**src/rtl/vga_fetch_engine.sv**
```systemverilog
// ---------------------------------------------------------------------------
// vga_fetch_engine
//
// Framebuffer fetch master for the VGA path. Walks a frame's words upward from
// BASE_ADDR, one bus transaction at a time. Each returned word is pushed into a
// small first-word-fall-through prefetch FIFO. The pixel serialiser drains that
// FIFO. A vsync pulse (frame_start) rewinds the walk and flushes the FIFO.
//
// Optional feature macro: VGA_FETCH_STATS_EN
//   When it is defined, the module adds the output underflow_cnt[15:0]. This
//   is a saturating count of underflow pulses. Only reset clears it.
//
// Ports
//   clk           in   1       system clock
//   reset         in   1       synchronous, active-high
//   frame_start   in   1       one-cycle vsync pulse: rewind + flush
//   bus_ack       in   1       arbiter grant
//   bus_wait      in   1       slave stall while high
//   bus_in        in   DATA_W  read data from slave
//   bus_req       out  1       bus request
//   bus_out       out  32      fetch word address (registered)
//   pix_pop       in   1       pixel side consumes head word
//   pix_word      out  DATA_W  FIFO head, holds last value when empty
//   pix_valid     out  1       FIFO not empty
//   fill_level    out  LVL_W   entries held + transaction in flight
//   underflow     out  1       one-cycle pulse after a pop while empty
//   underflow_cnt out  16      (VGA_FETCH_STATS_EN only)
// ---------------------------------------------------------------------------
module vga_fetch_engine #(
    parameter int          DATA_W      = 16,
    parameter logic [31:0] BASE_ADDR   = 32'h00001050,
    parameter int          FRAME_WORDS = 9600,
    parameter int          FIFO_DEPTH  = 8,
    parameter int          LVL_W       = 4
) (
    input  logic              clk,
    input  logic              reset,
    input  logic              frame_start,
    input  logic              bus_ack,
    input  logic              bus_wait,
    input  logic [DATA_W-1:0] bus_in,
    output logic              bus_req,
    output logic [31:0]       bus_out,
    input  logic              pix_pop,
    output logic [DATA_W-1:0] pix_word,
    output logic              pix_valid,
    output logic [LVL_W-1:0]  fill_level,
    output logic              underflow
`ifdef VGA_FETCH_STATS_EN
    ,
    output logic [15:0]       underflow_cnt
`endif
);

    localparam int PTR_W = $clog2(FIFO_DEPTH);
    localparam int IDX_W = $clog2(FRAME_WORDS + 1);

    localparam logic [2:0] S_IDLE   = 3'd0;
    localparam logic [2:0] S_ADDR   = 3'd1;
    localparam logic [2:0] S_WAIT   = 3'd2;
    localparam logic [2:0] S_READ   = 3'd3;
    localparam logic [2:0] S_FINISH = 3'd4;

    logic [2:0]        state;
    logic              run;         // low for the first cycle after reset so bus_req comes up registered
    logic              inflight;    // slot reserved for the current transaction
    logic              discard;     // current transaction straddled a frame_start
    logic              frame_done;
    logic [IDX_W-1:0]  fetch_idx;
    logic [IDX_W-1:0]  idx_next;

    logic [DATA_W-1:0] mem [FIFO_DEPTH];
    logic [PTR_W-1:0]  rd_ptr;
    logic [PTR_W-1:0]  wr_ptr;
    logic [LVL_W-1:0]  held;

    logic [LVL_W:0]    occupancy;
    logic              need;
    logic              push;
    logic              pop;
    logic              pop_empty;
    logic              last_word;
    logic              mid_txn;

    // Occupancy counts the reserved slot. This keeps a push from overflowing.
    assign occupancy = {1'b0, held} + (LVL_W+1)'(inflight);
    assign need      = (occupancy < (LVL_W+1)'(FIFO_DEPTH)) && !frame_done;
    assign mid_txn   = (state == S_ADDR) || (state == S_WAIT) || (state == S_READ);
    // A flush on this edge also drops the word being read on this edge.
    assign push      = (state == S_READ) && !discard && !frame_start;
    assign pop       = pix_pop && (held != '0) && !frame_start;
    assign pop_empty = pix_pop && (held == '0) && !frame_start;
    assign last_word = fetch_idx == IDX_W'(FRAME_WORDS - 1);

    assign pix_valid  = held != '0;
    assign fill_level = occupancy[LVL_W-1:0];

    always_comb begin
        case (state)
            S_IDLE:   bus_req = run && need;
            S_FINISH: bus_req = 1'b0;
            default:  bus_req = 1'b1;
        endcase
    end

    // The index advances only on a word that is kept. At the end of a frame
    // it wraps to 0. frame_done then blocks further requests.
    always_comb begin
        idx_next = fetch_idx;
        if (frame_start)
            idx_next = '0;
        else if (push)
            idx_next = last_word ? '0 : fetch_idx + IDX_W'(1);
    end

    always_ff @(posedge clk) begin
        if (reset) begin
            state      <= S_IDLE;
            run        <= 1'b0;
            inflight   <= 1'b0;
            discard    <= 1'b0;
            frame_done <= 1'b0;
            fetch_idx  <= '0;
            bus_out    <= BASE_ADDR;
        end else begin
            run       <= 1'b1;
            fetch_idx <= idx_next;
            bus_out   <= BASE_ADDR + 32'(idx_next);

            if (frame_start)
                frame_done <= 1'b0;
            else if (push && last_word)
                frame_done <= 1'b1;

            // The bus cycle is never aborted. A frame_start only marks the
            // transaction's data for discard.
            if (frame_start && mid_txn)
                discard <= 1'b1;
            else if (state == S_FINISH)
                discard <= 1'b0;

            case (state)
                S_IDLE: begin
                    if (run && need && bus_ack) begin
                        state    <= S_ADDR;
                        inflight <= 1'b1;
                    end
                end
                S_ADDR:   state <= S_WAIT;
                S_WAIT:   if (!bus_wait) state <= S_READ;
                S_READ: begin
                    state    <= S_FINISH;
                    inflight <= 1'b0;
                end
                S_FINISH: state <= S_IDLE;
                default:  state <= S_IDLE;
            endcase
        end
    end

    // FIFO storage. There is no reset, because held gates every read.
    always_ff @(posedge clk) begin
        if (push)
            mem[wr_ptr] <= bus_in;
    end

    always_ff @(posedge clk) begin
        if (reset) begin
            rd_ptr    <= '0;
            wr_ptr    <= '0;
            held      <= '0;
            pix_word  <= '0;
            underflow <= 1'b0;
        end else begin
            underflow <= pop_empty;
            if (frame_start) begin
                // The flush drops the contents but leaves pix_word unchanged.
                held   <= '0;
                rd_ptr <= wr_ptr;
            end else begin
                if (push) wr_ptr <= wr_ptr + PTR_W'(1);
                if (pop)  rd_ptr <= rd_ptr + PTR_W'(1);
                held <= held + LVL_W'(push) - LVL_W'(pop);
                // pix_word is a registered copy of the head. When the FIFO
                // drains, it keeps the last word.
                if (pop && held > LVL_W'(1))
                    pix_word <= mem[rd_ptr + PTR_W'(1)];
                else if (push && (held - LVL_W'(pop)) == '0)
                    pix_word <= bus_in;
            end
        end
    end

`ifdef VGA_FETCH_STATS_EN
    // Counts on the same condition that raises underflow, so both change together.
    always_ff @(posedge clk) begin
        if (reset)
            underflow_cnt <= '0;
        else if (pop_empty && underflow_cnt != 16'hFFFF)
            underflow_cnt <= underflow_cnt + 16'd1;
    end
`endif

endmodule

```
**config.mk**
```make
export PLATFORM = sky130hd
export DESIGN_NAME = vga_fetch_engine
export DESIGN_NICKNAME = d
export VERILOG_FILES = /design/src/rtl/vga_fetch_engine.sv
export SDC_FILE = /design/constraint.sdc
export NUM_CORES = 1
export LEC_CHECK = 0
export CORE_ASPECT_RATIO = 2
export CORE_UTILIZATION = 60
export DETAILED_ROUTE_END_ITERATION = 8
export DONT_BUFFER_PORTS = 1
export GPL_ROUTABILITY_DRIVEN = 0
export PLACE_DENSITY_LB_ADDON = 0.08
export SYNTH_ARGS = -nofsm -noshare
export SYNTH_HDL_FRONTEND = slang
export SYNTH_SLANG_ARGS = --single-unit
```
**constraint.sdc**
```tcl
create_clock -name clk -period 4.6 [get_ports clk]
set_input_delay 1.38 -clock clk [delete_from_list [all_inputs] [get_ports clk]]
set_output_delay 1.38 -clock clk [all_outputs]
set_load 0.03 [all_outputs]
```
Word level (Yosys, flattened, before mapping)
Memories as Yosys holds them, arrays and structs flattened.
Cells that the tools add are included.
- memories kept: 1
- memory bits (writable): 128
- register bits after elaboration: 80
- word-level logic and storage cells: 80
- output and inout bits: 55
- memory list (memory ; words ; width ; rd ports ; clocked after Yosys merged registers in ; write ports ; line ; text):
    mem ; 8 ; 16 ; 1 ; 0 ; 1 ; 72 ; logic [DATA_W-1:0] mem [FIFO_DEPTH];
- equality and inequality tests: 7
- reductions and logical operators: 31
- bitwise logic cells: 1
- add/subtract/negate cells: 8
- magnitude comparators: 2
- muxes and demuxes: 18
- operators by type and width (operator ; count):
    $mux 14 ; 3
    $mux 16 ; 2
    $add 13x14->15 const A ; 1
    $add 14x1->14 const B ; 1
    $eq 14x14->1 const B ; 1
    $logic_and 1x1->1 ; 13
    $mux 3 ; 4
    $pmux 3 s4 ; 1
    $logic_not 4->1 ; 2
    $reduce_and 2->1 ; 4
    $reduce_bool 2->1 ; 4
    $sub 4x1->4 ; 2
    $add 3x1->3 const B ; 2
    $eq 3x2->1 const B ; 2
    $mux 1 ; 6
    $add 4x1->5 ; 1
    $lt 5x4->1 const B ; 1
    $add 4x1->4 ; 1
    $gt 4x1->1 const B ; 1
    $ne 2x2->1 const B ; 2
    $pmux 1 s2 ; 2
    $reduce_bool 4->1 ; 1
    $eq 3x1->1 const B ; 1
    $eq 3x3->1 const B ; 1
    other kinds (5) ; 8

Logic depth before layout (Yosys ltp)
Gate-level depths: netlist of run 1.
- depth after elaboration: 8
- mapped depth: 14
- gate-level depth less buffers: 13

Least setup slack after synthesis of run 1
Ideal clock, no wire load.
- path type: input to register
- start: input frame_start
- end: memory mem[4][0], enable pin
- path slack: 0.552 ns
- arrival: 3.611 ns
- stages: 4
- cell sequence: clkbuf_1 -> nor2_1 -> inv_1 -> nor4b_1
- cells in the longest elaborated chain, start to end: 4
- ends and longest elaborated chain (item ; line ; text):
    start: declaration ; 38 ; input logic frame_start,
    $logic_not 1->1 ; 90 ; assign push = (state == S_READ) && !discard && !frame_start;
    $logic_and 1x1->1 ; 90 ;
    $mux 1 ; 163 ; if (push)
    $mux 1 (not written as such) ; 164 ; mem[wr_ptr] <= bus_in;
    end: declaration ; 72 ;
Every way passes these cells.

Final worst setup path of run 1
- start: register held[1]
- end: output bus_req
- cells in the longest elaborated chain, start to end: 5
- ends and longest elaborated chain (item ; line ; text):
    start: declaration ; 75 ; logic [LVL_W-1:0] held;
    start signal: assignment ; 183 ; held <= held + LVL_W'(push) - LVL_W'(pop);
    $add 4x1->5 ; 86 ; assign occupancy = {1'b0, held} + (LVL_W+1)'(inflight);
    $lt 5x4->1 ; 87 ; assign need = (occupancy < (LVL_W+1)'(FIFO_DEPTH)) && !frame_done;
    $logic_and 1x1->1 ; 87 ;
    $logic_and 1x1->1 ; 100 ; S_IDLE: bus_req = run && need;
    $pmux 1 s2 ; 99 ; case (state)
    end: declaration ; 42 ; output logic bus_req,
Every way passes these cells.

==> results of run 1 <==
[state kept, by name, indices dropped and copies added (netlist names)]
signal	count
frame_done	1
mem	128
run	1
bus_out	11
held	4
wr_ptr	3
discard	1
underflow	1
state	3
fetch_idx	14
rd_ptr	3
inflight	1
pix_word	16
[logic make-up after synthesis]
group / count (synthesis) / synth area share
XOR/XNOR: 25 / 0.0272
adder cells (fa/ha/maj): 16 / 0.0258
buffers and inverters: 71 / 0.0534
flip-flops: 187 / 0.625
AND/OR/NAND/NOR: 156 / 0.0957
other: 1 / 0.000466
multiplexers: 49 / 0.111
AO/OA/AOI/OAI: 78 / 0.0618
[per-stage QoR]
stage                     setup slack, ns   util  instances  instance area, sq um
final                                1.01  0.670        749                  8750
after floorplan                     0.552      -        599                  8100
after CTS                           0.967  0.670        749                  8750
after global placement               1.24  0.624        717                  8150
after global routing                0.850  0.670        749                  8750
after detailed placement             1.17  0.624        717                  8150
[final cells by class]
class | instances | area (sq um)
repair buffers | 19 | 143
multi-input cells | 341 | 2720
inverters | 18 | 67.6
fillers | 938 | 4320
flip-flops and latches | 187 | 5030
clock inverters | 15 | 176
well taps | 152 | 190
clock buffers | 17 | 425
[path summary, 6_finish.rpt]
check,startpoint,endpoint,slack [ns],cells after the start
max,held[1],bus_req,1.01,7
min,inflight,inflight,0.52,2
max reg2reg,fetch_idx[1],bus_out[12],1.20,10
min reg2reg,inflight,inflight,0.52,2
[synth_stat cells (5+ instances only)]
cell      instances
inv_1            18
nand3_1           8
nor3_1           14
clkbuf_1         20
mux4_2           32
xor2_1           11
ha_1             15
xnor2_1          14
edfxtp_1        128
nor2_1           65
nand2_1          25
dfxtp_1          59
buf_4            21
mux2i_1          17
a211oi_1         19
o21ai_0           5
nor4_1            9
a21oi_1          30
nand4_1           5
[layer usage]
metal | wire (um) | GRT usage | vias up
met5 | 0 | 0 | -
met4 | 576 | 0.122 | 0
met3 | 646 | 0.0503 | 39
met2 | 9270 | 0.467 | 125
met1 | 5540 | 0.249 | 2309
li1 | - | - | 2149
[where the power goes]
part | leakage, nW | switching (mW) | total, mW | internal, mW
sequential | 1.63 | 0.00694 | 1.81 | 1.80
clock | 0.289 | 0.650 | 1.47 | 0.822
combinational | 0.968 | 0.0439 | 0.0609 | 0.0170
[worst min-delay path, delay by kind of cell (launching register included)]
kind           cells  cell delay (ns)
AO/OA/AOI/OAI      2             0.14
flip-flops         1             0.33
==> flow_summary.yaml, run 1 <==
power_and_ir_drop:
  ir_worst_vdd_uv: 300
  power_mw: 3.34
  p_leak_nw: 2.88
  p_per_area_nw_per_um2: 382
critical_path:
  crit_path_max_incr_delay_ns: 0.48
  crit_slowest_cell: "dfxtp_1"
  crit_path_cell_trace: "ha_1 -> nand2_1 -> xnor2_1 -> buf_4 -> a2111o_1 -> o21ai_0 -> buf_4"
  path_delay_family: "compound AO/OA/AOI/OAI gates"
  worst-path-buf-inv: 2
  worstPathArrival_ns: 2.21
  cp_max_fo: 6
  worst-setup-path-type: "register to primary output"
  required_ns: 3.22
  crit_path_end_kind: "primary output"
  cp_common_cell: "buf_4"
  crit_path_start_kind: "register"
timing:
  hold_viol: 0
  clock_skew_ns: 0.0153
  min_period_over_period: 0.780
  min_period_ns: 3.59
  setup_viol: 0
  rsz0062_at_grt: "no"
  drv_slew: 0
  hold_ws_ns: 0.516
  slew_headroom: 0.396
  tightest_slew_ns: 0.905
  fmax_mhz: 279
  fin_tns_setup_ns: 0
global_routing:
  antenna_found_initial: 0
  grt_max_degree: 38
  grtUsageTotal: 0.246
  grt_pass1_wl_mm: 25.3
  grt_pass1_vias: 4761
  grt_overflow: 0
cts:
  hold_buffers: 0
  h-tree-depth: 4
  clk_latency_ns: 0.43
  cts_root_buffer: "clkbuf_16"
  clock_sinks: 187
  cts_resized: 0
  cts_buffers: 17
  tritoncts: "done"
  cts_setup_buffers: 0
  cts.clk_slew.worst_paths_ns: 0.07
  clock_path_buffers: 2
logic_synthesis:
  syn_inst: 583
  synth_edf_count: 128
  ys_warn_count: 0
  yosysUniqueCellTypes: 57
  synth.area.top_cells: "edfxtp_1 (48%), dfxtp_1 (15%), mux4_2 (9.0%)"
  synth_largest_area_cell: "edfxtp_1"
  synth_area_sq_um: 8040
  avgSynthCellArea_sq_um: 13.8
  ys_ff_latch: 187
  async_reset_ff_frac: 0
  ys.flop_type: "edfxtp_1"
  netlist.area_leader.share: 0.478
  synth-seq-area-share: 0.625
layout:
  drive_gt1_frac: 0.168
  final_common_cell: "edfxtp_1"
  layout.nets: 622
  n_antenna_cell: 0
  syn_to_final_growth_pct: 8.82
  layout_common_cells: "edfxtp_1 (128), nor2_1 (65), dfxtp_1 (58)"
detailed_routing:
  wl_per_cell_um: 21.4
  wirelength_mm: 16.0
  dr.first_iter.drc_count: 309
  drt_first_pass_iters: 7
  drtAntennaViolNets: 0
  via_per_inst: 6.17
  drcViolationCount: 2
  vias: 4622
die:
  rows: 59
  chipWidth_um: 83.9
  dieHeight_um: 166
  coreArea_sq_um: 13100
  io_pins: 77
  initial_utilization: 0.615
  fp.dieArea_sq_um: 13900
placed_design:
  dp_hpwl_mm: 10.7
  portBuffers: 0
status:
  violations: "DRC"
  status: "finished with violations"
job:
  max-cap-violations: 0
hold_path:
  hold_path_class: "register to register"
(Power assumes the default switching activity.)
==> run 2, diff against run 1 <==
--- a/config.mk
+++ b/config.mk
@@ -6,7 +6,7 @@
 export NUM_CORES = 1
 export LEC_CHECK = 0
 export CORE_ASPECT_RATIO = 2
-export CORE_UTILIZATION = 60
+export CORE_UTILIZATION = 57
 export DETAILED_ROUTE_END_ITERATION = 8
 export DONT_BUFFER_PORTS = 1
 export GPL_ROUTABILITY_DRIVEN = 0
==> constraint.sdc (replaced) <==
create_clock -name clk -period 3.3 [get_ports clk]
set_input_delay 0.99 -clock clk [delete_from_list [all_inputs] [get_ports clk]]
set_output_delay 0.99 -clock clk [all_outputs]
set_load 0.03 [all_outputs]
==> run 2 against run 1 <==
Against the previous run:
- the run now ends clean
- setup slack worse by 0.77 ns
- non-clock buffer count is 8 higher
- core utilization is 2.7 points lower
==> flow_summary.yaml, run 2 (synthesis results as in run 1) <==
status:
  status: "finished clean"
cts:
  cts_setup_buffers: 0
  cts_root_buffer: "clkbuf_16"
  clk_latency_ns: 0.43
  cts.clk_slew.worst_paths_ns: 0.07
  clock_sinks: 187
  cts_resized: 0
  cts_buffers: 17
  clock_path_buffers: 2
  tritoncts: "done"
  hold_buffers: 0
  h-tree-depth: 4
detailed_routing:
  met3_length_um: 805
  drcViolationCount: 0
  via_per_inst: 5.79
  dr.first_iter.drc_count: 221
  wl_per_cell_um: 21.5
  drtAntennaViolNets: 0
  vias: 4599
  wirelength_mm: 17.1
  met2_length_mm: 9.81
  drt_first_pass_iters: 5
  wl_met1_mm: 5.97
  top_layer: "met4"
critical_path:
  worst-setup-path-type: "register to primary output"
  required_ns: 2.31
  crit_path_start_kind: "register"
  crit_path_end_kind: "primary output"
  cp_max_fo: 6
  worstPathArrival_ns: 2.07
global_routing:
  grt_overflow: 0
  antenna_found_initial: 0
  grt_pass1_vias: 5026
  grtUsageTotal: 0.258
  grt_max_degree: 38
  grt_pass1_wl_mm: 27.3
layout:
  layout_common_cells: "edfxtp_1 (128), nor2_1 (65), dfxtp_1 (58)"
  largest-register: "mem"
  syn_to_final_growth_pct: 10.4
  n_antenna_cell: 0
  final_common_cell: "edfxtp_1"
  drive_gt1_frac: 0.177
  fin_area_sq_um: 8880
  fill_cells: 1040
  largestRegisters: "mem (128), pix_word (16), fetch_idx (14)"
  layout.nets: 630
  largest_reg_flops: 128
  final_util: 0.643
placed_design:
  placedInstanceArea_sq_um: 8290
  place_ws_ns: 0.462
  dp_hpwl_mm: 11.2
  portBuffers: 0
power_and_ir_drop:
  p_per_area_nw_per_um2: 518
  ir_worst_vdd_uv: 406
  p_leak_nw: 2.93
die:
  initial_utilization: 0.582
  rows: 61
  coreArea_sq_um: 13800
  io_pins: 77
  fp.dieArea_sq_um: 14600
  chipWidth_um: 86.0
  dieHeight_um: 170
timing:
  min_period_over_period: 0.926
  drv_slew: 0
  hold_viol: 0
  fmax_mhz: 327
  setup_viol: 0
  slew_headroom: 0.510
  rsz0062_at_grt: "no"
  clock_skew_ns: 0.0163
  worst_slack_ns: 0.245
  min_period_ns: 3.06
  tightest_slew_ns: 0.735
hold_path:
  hold_path_class: "register to register"
job:
  max-cap-violations: 0
-- run 2: area by class of cell --
| class | count | area, sq um | area share |
|---|---|---|---|
| clock buffer | 18 | 429 | 0.0483 |
| inverter | 18 | 67.6 | 0.00761 |
| tap | 189 | 236 | 0.0266 |
| multi-input combinational | 341 | 2730 | 0.307 |
| timing repair buffer | 27 | 228 | 0.0256 |
| clock inverter | 14 | 163 | 0.0183 |
| sequential | 187 | 5030 | 0.566 |
-- run 2: power by group --
group,leakage [nW],switching (mW),internal (mW),total (mW)
Clock,0.288,0.975,1.02,2.00
Combinational,1.02,0.0630,0.0259,0.0889
Sequential,1.63,0.00959,2.51,2.52
Total,2.93,1.05,3.55,4.60
-- run 2: critical path, cell delays in order (launching register included) --
cell and delay, ns:
dfxtp_1 0.49, ha_1 0.20, nand2_1 0.06, xnor2_1 0.15, a2111o_1 0.40, o21ai_0 0.17, buf_4 0.18
-- run 2: routing by layer --
metal,up-vias,track usage
met1,2265,0.276
li1,2163,-
met5,-,0
met2,141,0.483
met4,0,0.113
met3,30,0.0456
-- run 2: final timing paths --
kind / slack (ns) / cells past startpoint / start / to
setup reg to reg: 0.45 / 10 / state[2] / bus_out[12]
hold reg to reg: 0.50 / 2 / inflight / inflight
hold / removal: 0.50 / 2 / inflight / inflight
setup / recovery: 0.24 / 6 / held[1] / bus_req
-- run 2: stage by stage --
| step | power (mW) | instances | hold slack, ns | setup TNS, ns |
|---|---|---|---|---|
| after global placement | 2.66 | 762 | 0.500 | 0 |
| final | 4.60 | 794 | 0.502 | 0 |
| after CTS | 4.63 | 794 | 0.506 | 0 |
| after detailed placement | 2.66 | 762 | 0.489 | 0 |
| after floorplan | 2.66 | 599 | 0.442 | -9.76 |
| after global routing | 4.73 | 794 | 0.526 | 0 |
